[src/rtl/lab1_imul_accum_pkg.sv]
// ---------------------------------------------------------------------------
// lab1_imul_accum_pkg
//   Shared definitions for the multiplier response accumulator:
//   the controller state encoding and the default widths.
//   Imported by lab1_imul_resp_accum and lab1_imul_resp_accum_dpath.
// ---------------------------------------------------------------------------
package lab1_imul_accum_pkg;

    // Default widths: 32-bit products/sum, 8-bit run length.
    localparam int P_NBITS     = 32;
    localparam int P_LEN_NBITS = 8;

    // Controller states. Encoding 2'b11 is unused and treated as illegal.
    typedef enum logic [1:0] {
        ST_IDLE  = 2'd0,
        ST_ACCUM = 2'd1,
        ST_DONE  = 2'd2
    } state_t;

endpackage

[src/rtl/lab1_imul_resp_accum_dpath.sv]
// ---------------------------------------------------------------------------
// lab1_imul_resp_accum_dpath
//   Datapath of the response accumulator: running sum, sticky carry-out
//   flag and the run-length down-counter.
//
//   Ports
//     clk           in   clock, rising edge
//     reset         in   asynchronous active-low reset
//     cfg_len       in   run length, loaded on cnt_ld
//     in_msg        in   product to accumulate on sum_en
//     sum_clr       in   clear sum and ovf
//     sum_en        in   sum <= sum + in_msg, ovf |= carry
//     cnt_ld        in   remain <= cfg_len
//     cnt_dec       in   remain <= remain - 1
//     remain_is_one out  remain == 1 (current product is the last one)
//     len_is_zero   out  cfg_len == 0 (empty run)
//     sum           out  registered sum
//     ovf           out  registered sticky carry flag
// ---------------------------------------------------------------------------
module lab1_imul_resp_accum_dpath
    import lab1_imul_accum_pkg::*;
#(
    parameter int p_nbits     = P_NBITS,
    parameter int p_len_nbits = P_LEN_NBITS
) (
    input  logic                   clk,
    input  logic                   reset,
    input  logic [p_len_nbits-1:0] cfg_len,
    input  logic [p_nbits-1:0]     in_msg,
    input  logic                   sum_clr,
    input  logic                   sum_en,
    input  logic                   cnt_ld,
    input  logic                   cnt_dec,
    output logic                   remain_is_one,
    output logic                   len_is_zero,
    output logic [p_nbits-1:0]     sum,
    output logic                   ovf
);

    logic [p_nbits-1:0]     sum_q;
    logic                   ovf_q;
    logic [p_len_nbits-1:0] remain_q;
    logic [p_nbits:0]       add_full;

    // One extra bit so the MSB is the unsigned carry-out of the add.
    assign add_full = {1'b0, sum_q} + {1'b0, in_msg};

    always_ff @(posedge clk or negedge reset) begin
        if (!reset) begin
            sum_q <= '0;
            ovf_q <= 1'b0;
        end else if (sum_clr) begin
            sum_q <= '0;
            ovf_q <= 1'b0;
        end else if (sum_en) begin
            sum_q <= add_full[p_nbits-1:0];
            ovf_q <= ovf_q | add_full[p_nbits];
        end
    end

    always_ff @(posedge clk or negedge reset) begin
        if (!reset) begin
            remain_q <= '0;
        end else if (cnt_ld) begin
            remain_q <= cfg_len;
        end else if (cnt_dec) begin
            remain_q <= remain_q - p_len_nbits'(1);
        end
    end

    assign remain_is_one = (remain_q == p_len_nbits'(1));
    assign len_is_zero   = (cfg_len == '0);
    assign sum           = sum_q;
    assign ovf           = ovf_q;

endmodule

[src/rtl/lab1_imul_resp_accum.sv]
// ---------------------------------------------------------------------------
// lab1_imul_resp_accum
//   Consumes the multiplier response stream: takes a run length on the cfg
//   port, accepts exactly that many products on the in port, then presents
//   their sum (mod 2^p_nbits) plus a sticky carry flag on the out port.
//
//   Handshakes: every port transfers on a rising edge where val && rdy.
//   rdy/val outputs here come from state only and never look at the
//   partner's val/rdy; only the current state's rdy or val is ever high.
//
//   Ports
//     clk       in   clock, rising edge
//     reset     in   asynchronous active-low reset
//     cfg_val   in   run length valid
//     cfg_rdy   out  ready for run length (IDLE)
//     cfg_len   in   products in this run, 0 legal
//     in_val    in   product valid
//     in_rdy    out  ready for product (ACCUM)
//     in_msg    in   product
//     out_val   out  sum valid (DONE)
//     out_rdy   in   sink ready
//     out_msg   out  sum, zero outside DONE
//     out_ovf   out  sticky carry flag, zero outside DONE
//     dbg_state out  current controller state encoding
// ---------------------------------------------------------------------------
module lab1_imul_resp_accum
    import lab1_imul_accum_pkg::*;
#(
    parameter int p_nbits     = P_NBITS,
    parameter int p_len_nbits = P_LEN_NBITS
) (
    input  logic                   clk,
    input  logic                   reset,
    input  logic                   cfg_val,
    output logic                   cfg_rdy,
    input  logic [p_len_nbits-1:0] cfg_len,
    input  logic                   in_val,
    output logic                   in_rdy,
    input  logic [p_nbits-1:0]     in_msg,
    output logic                   out_val,
    input  logic                   out_rdy,
    output logic [p_nbits-1:0]     out_msg,
    output logic                   out_ovf,
    output logic [1:0]             dbg_state
);

    state_t             state, state_next;
    logic               sum_clr, sum_en, cnt_ld, cnt_dec;
    logic               remain_is_one, len_is_zero;
    logic [p_nbits-1:0] sum;
    logic               ovf;

    lab1_imul_resp_accum_dpath #(
        .p_nbits     (p_nbits),
        .p_len_nbits (p_len_nbits)
    ) u_dpath (
        .clk           (clk),
        .reset         (reset),
        .cfg_len       (cfg_len),
        .in_msg        (in_msg),
        .sum_clr       (sum_clr),
        .sum_en        (sum_en),
        .cnt_ld        (cnt_ld),
        .cnt_dec       (cnt_dec),
        .remain_is_one (remain_is_one),
        .len_is_zero   (len_is_zero),
        .sum           (sum),
        .ovf           (ovf)
    );

    always_ff @(posedge clk or negedge reset) begin
        if (!reset) begin
            state <= ST_IDLE;
        end else begin
            state <= state_next;
        end
    end

    always_comb begin
        state_next = state;
        cfg_rdy    = 1'b0;
        in_rdy     = 1'b0;
        out_val    = 1'b0;
        out_msg    = '0;
        out_ovf    = 1'b0;
        sum_clr    = 1'b0;
        sum_en     = 1'b0;
        cnt_ld     = 1'b0;
        cnt_dec    = 1'b0;
        case (state)
            ST_IDLE: begin
                cfg_rdy = 1'b1;
                if (cfg_val) begin
                    sum_clr    = 1'b1;
                    cnt_ld     = 1'b1;
                    state_next = len_is_zero ? ST_DONE : ST_ACCUM;
                end
            end
            ST_ACCUM: begin
                in_rdy = 1'b1;
                if (in_val) begin
                    sum_en  = 1'b1;
                    cnt_dec = 1'b1;
                    if (remain_is_one) begin
                        state_next = ST_DONE;
                    end
                end
            end
            ST_DONE: begin
                // cfg_rdy stays low here even when out fires, so a new run
                // can only start the cycle after the sum is taken.
                out_val = 1'b1;
                out_msg = sum;
                out_ovf = ovf;
                if (out_rdy) begin
                    state_next = ST_IDLE;
                end
            end
            default: begin
                state_next = ST_IDLE;
                cfg_rdy    = 1'bx;
                in_rdy     = 1'bx;
                out_val    = 1'bx;
                out_msg    = 'x;
                out_ovf    = 1'bx;
                sum_clr    = 1'bx;
                sum_en     = 1'bx;
                cnt_ld     = 1'bx;
                cnt_dec    = 1'bx;
            end
        endcase
    end

    assign dbg_state = state;

endmodule

[config.mk]
export PLATFORM = sky130hd
export DESIGN_NAME = lab1_imul_resp_accum
export DESIGN_NICKNAME = d
export VERILOG_FILES = /design/src/rtl/lab1_imul_accum_pkg.sv /design/src/rtl/lab1_imul_resp_accum_dpath.sv /design/src/rtl/lab1_imul_resp_accum.sv
export SDC_FILE = /design/constraint.sdc
export NUM_CORES = 1
export LEC_CHECK = 0
export ABC_AREA = 0
export BUFFER_PORTS_ARGS = -buffer_cell sky130_fd_sc_hd__buf_2
export CAP_MARGIN = 20
export CORE_MARGIN = 4
export CORE_UTILIZATION = 60
export CTS_CLUSTER_SIZE = 10
export DETAILED_ROUTE_END_ITERATION = 10
export PLACE_DENSITY = 0.86
export SYNTH_ARGS = -nofsm -noshare
export SYNTH_HDL_FRONTEND = slang
export SYNTH_SLANG_ARGS = --single-unit
export TNS_END_PERCENT = 50
[constraint.sdc]
create_clock -name clk -period 6.6 [get_ports clk]
set_clock_uncertainty 0.15 [all_clocks]
set_input_delay 0.99 -clock clk [delete_from_list [all_inputs] [get_ports clk]]
set_output_delay 0.99 -clock clk [all_outputs]
set_load 0.1 [all_outputs]
# == Word level (Yosys, flattened, before mapping) ==
# Cells that the tools add are included.
# Widths: inputs -> output; s select.
# word_totals
register_bits,43
inputBits,45
output_inout_bits,38
word_cells,42
# op_classes
add_sub_neg,2
eq_ne,7
n_mux,21
bitwise,1
reduce_logical,7
# ops
cell,n
$mux 32,2
$pmux 32 s2,1
$add 32x32->33,1
$mux 8,2
$pmux 1 s2,6
$mux 2,5
$eq 8x1->1 const B,1
$logic_not 8->1,1
$ne 2x2->1 const B,4
$sub 8x1->8 const B,1
$pmux 2 s3,1
$reduce_or 2->1,3
$mux 1,4
$reduce_and 4->1,1
$eq 2x1->1 const B,1
$eq 2x2->1 const B,1
$logic_not 2->1,1
$reduce_bool 2->1,1
$or 1x1->1,1

# == Longest topological paths before layout ==
# depth
word_depth,5
ltp_mapped,10
mapped_depth_nobuf,10

# == Modules after synthesis ==
# From an unflattened synthesis, not the netlist that was laid out.
# unflattened
hier_cells,491
area_unflattened_um2,4046.4
# modules_own_cells
mod,instances,cells_per_inst,area_per_inst_um2,seq_area_each_um2
lab1_imul_resp_accum_dpath,1,431,3614.7,1026.0
lab1_imul_resp_accum,1,60,431.7,50.0

# == Worst setup path before layout ==
# Ideal clock, no wire load.
# synth_path
kind,reg-to-reg
start,register state[0] (netlist: dbg_state[0])
end,register u_dpath.sum_q[30] (netlist: u_dpath.sum[30])
setup_time_ns,0.090
arrival_ns,4.547
required_time_ns,6.360
slack_ns,1.812
stages_incl_launch_ff,9
path_buffers,0
synth_period_minus_slack_ns,4.788
path_cell_list,dfrtp_1 inv_1 ha_1 nor2_1 nand2_1 nor2_1 nand2_1 or2_2 o221ai_1
# synth_via
elab_chain_len,4
word_cells_on_any_way,9
classes_between,2 x eq/ne; 3 x mux; 4 x reduce/logical
# synth_lines
item,line_no,text
start: declaration,lab1_imul_resp_accum.sv:47,"state_t state, state_next;"
start signal: assignment,lab1_imul_resp_accum.sv:75,state <= state_next;
$eq 2x2->1 (tied with other cells),lab1_imul_resp_accum.sv:90,case (state)
$reduce_or 2->1 (no line),-,
$pmux 1 s2,lab1_imul_resp_accum.sv:90,
$mux 32 / $reduce_bool 2->1 (equally long branches),-,
end signal: assignment,lab1_imul_resp_accum_dpath.sv:56,sum_q <= add_full[p_nbits-1:0];
end: declaration,lab1_imul_resp_accum_dpath.sv:40,logic [p_nbits-1:0] sum_q;
# Parallel ways exist; a longest one is shown, timed or not.
# A chain may end at the register's enable or synchronous reset.

# == Final worst setup path ==
# layout_path
start,register state[0] (netlist: dbg_state[0])
end,output out_msg[12]
# layout_via
elab_chain_len,3
word_cells_on_any_way,5
classes_between,2 x eq/ne; 1 x mux; 2 x reduce/logical
# layout_lines
item,line_no,text
$eq 2x1->1 / $logic_not 2->1 (equally long branches),lab1_imul_resp_accum.sv:90,
$reduce_or 2->1 (no line),-,
$pmux 32 s2 *,lab1_imul_resp_accum.sv:90,
end: declaration,lab1_imul_resp_accum.sv:42,"output logic [p_nbits-1:0] out_msg,"
# Every way passes the cells marked *; elsewhere a longest branch is shown, timed or not.

==> results.ini <==
[timing]
hold_violations = 0
min_period_ns = 3.289
fin_crit_sh_pct = 49.83
finalMaxSlewViolations = 0
tightest_slew_ns = 0.9342
setup_violations = 0
rsz0062_at_grt = false
slew_headroom_pct = 37.57
fin_tns_setup_ns = 0
fmax_ghz = 0.3041

[floorplan]
coreArea_um2 = 6386
die_y_um = 89.41
row_count = 29
dieArea_um2 = 7993
start_util_pct = 62.26
die_x_um = 89.41
ios = 83

[global_route]
grt_usage_pct = 28.30
grt_pass1_wl_mm = 17.97
grt_max_degree = 44
grt_pass1_vias = 3880
antenna_found_initial = 0
grt_overflow = 0

[run]
drv_cap = 0

[logic_synthesis]
syn_inst = 518
ys_seq_elements = 43
synth_async_sr_flop_share_pct = 100.0
syn-cell-area_um2 = 3976
synth.yosys.seq_area_share_pct = 27.06
synth_edf_count = 0
ys_types = 51
synth-main-ff-cell = dfrtp_1
synth.avg_cell_area_um2 = 7.676
synth.net_count = 601
yosysWarningCount = 0

[setup_path]
cpMaxStageDelayCell = ha_1
cp_data_required_time_ns = 5.46
reg2reg_depth = 8
worst_ep_arrival_time_ns = 2.15
criticalPathCategory = reg -> out
critPathLaunchType = flop
crit_family = buffers and inverters
critPathMaxStageDelay_ns = 0.52
critical_path_peak_fanout = 19
crit_chain = inv_1, ha_1, buf_8, and2_1, buf_2
cp_num_buf_inv = 3
cp-end-kind = output pin
critical_path_depth = 5

[cts]
h-tree-depth = 2
cts_buffer_depth = 2
cts_sinks = 43
cts_made_buffers = 5
clkLatencyLatePin_ns = 0.30
root_buffer = clkbuf_8
cts_hold_buf = 0
cts_setup_buffers = 0
cts_tree = built
post_cts_resized = 0
clk_pin_slew_worst_paths_ns = 0.10

[layout]
drive_gt1_share_pct = 17.52
final_util_pct = 71.02
syn_to_final_growth_pct = 14.07
fin_nets = 670
n_antenna_cell = 0

[placed_design]
hpwl_mm = 8.169
port_buffers = 82
gp_congestion = 0.9219

[outcome]
status = finished, final reports clean

[power_and_ir_drop]
power_density_nw_per_um2 = 513.4
leakagePower_nw = 2.184
ir_worst_vdd_v = 0.0004296

[routing]
num_vias = 4093
drcViolationCount = 0
viasPerCell = 6.155
finalWirelength_mm = 11.05
routed-wl-met3_um = 831
wl_per_cell_um = 16.61
wl_met2_mm = 5.176
drt_iter0_drc = 263
drtPass1Iterations = 7
m1WireLength_mm = 4.773
maxUsedRoutingLayer = met4
ant_nets = 0

[worst_hold_path]
min_path_cells = 2
worstHoldPathType = reg -> reg

## final cells by class
cell class	instances	area (µm²)
Fill cell	551	1851
Multi-Input combinational cell	432	2738
Clock inverter	3	25.02
Timing Repair Buffer	86	460.4
Sequential cell	43	1076
Inverter	19	71.32
Clock buffer	5	68.82
Tap cell	77	96.34
## placed cells by master (no fill, tap or decap), types with 8 or more instances in the layout
cell type,n
o21a_1,8
o21ai_0,53
and2_1,39
nor2_1,32
nand4_1,10
a21oi_1,59
nand3_1,14
xnor2_1,17
nand2_1,68
buf_2,82
xor2_1,8
dfrtp_1,43
a21o_1,8
inv_1,19
ha_1,37
## flip-flops by register name, summed over array words and instances (netlist names)
signal,count
u_dpath.ovf,1
dbg_state,2
u_dpath.sum,32
u_dpath.remain_q,8
## worst min-delay path, cell delays in order (launching register included)
cell     delay [ns]
dfrtp_1        0.37
nand3_1        0.07
o21ai_0        0.07
## cell usage after synthesis (2+ instances only)
library cell | number | share of area [%]
o21a_1 | 8 | 1.5
a211oi_1 | 5 | 0.94
o22a_1 | 2 | 0.44
nor2b_1 | 5 | 0.79
and2b_1 | 2 | 0.38
a221o_1 | 2 | 0.50
clkbuf_1 | 23 | 2.2
nor4_1 | 6 | 0.94
ha_1 | 37 | 12
mux2i_1 | 3 | 0.76
a21oi_1 | 59 | 7.4
or2_2 | 2 | 0.31
o21bai_1 | 4 | 0.76
o211ai_1 | 4 | 0.76
nor3_1 | 7 | 0.88
and3_1 | 3 | 0.47
dfrtp_1 | 43 | 27
a21boi_0 | 2 | 0.38
a211o_1 | 3 | 0.66
xor2_1 | 8 | 1.8
o21ai_0 | 53 | 6.7
nand2b_1 | 2 | 0.31
or3_1 | 4 | 0.63
nand4_1 | 10 | 1.6
nand2_1 | 68 | 6.4
and2_1 | 39 | 6.1
xnor2_1 | 17 | 3.7
nand3_1 | 14 | 1.8
inv_1 | 19 | 1.8
o211ai_2 | 2 | 0.63
a31oi_1 | 4 | 0.63
a21o_1 | 8 | 1.5
nor2_1 | 32 | 3.0
## stage by stage
step,instances,power (mW),setup slack [ns],hold WS [ns],area (µm²)
detailed placement,655,2.108,3.135,0.3688,4407
global placement,655,2.063,3.196,0.3665,4407
finish,665,2.328,3.311,0.3876,4536
floorplan,518,1.776,1.812,0.3274,3976
CTS,663,2.304,3.011,0.3902,4501
global route,665,2.512,3.157,0.4272,4536
## cell families (layout without fill, tap and decap cells)
logic type | after synthesis | after routing | synth area share, %
compound gates | 168 | 168 | 25.83
xor+xnor | 25 | 25 | 5.507
fa+ha+maj | 38 | 38 | 12.15
buf+inv | 43 | 113 | 4.090
flops | 43 | 43 | 27.06
mux | 4 | 4 | 1.038
simple gates | 197 | 197 | 24.32
## worst paths after layout
kind,endpoint,start,slack (ns)
setup reg to reg,u_dpath.sum[30],dbg_state[0],3.47
max in group asynchronous,u_dpath.sum[22],reset,5.36
setup / recovery,out_msg[12],dbg_state[0],3.31
min in group asynchronous,u_dpath.sum[4],reset,0.45
hold / removal,u_dpath.sum[8],u_dpath.sum[8],0.39
hold reg to reg,u_dpath.sum[8],u_dpath.sum[8],0.39
## layer usage
layer	global-route usage, %	vias to the layer above
met1	36.92	1894
met3	3.502	27
met4	8.660	0
met2	48.83	192
met5	0	-
li1	-	1980
## where the power goes
part / switching, mW / leakage, nW / internal, mW
clock network: 0.109 / 0.0443 / 0.0760
logic: 1.13 / 1.59 / 0.526
registers: 0.103 / 0.553 / 0.385
total: 1.34 / 2.18 / 0.987
Power figures use the tool's default switching activity.
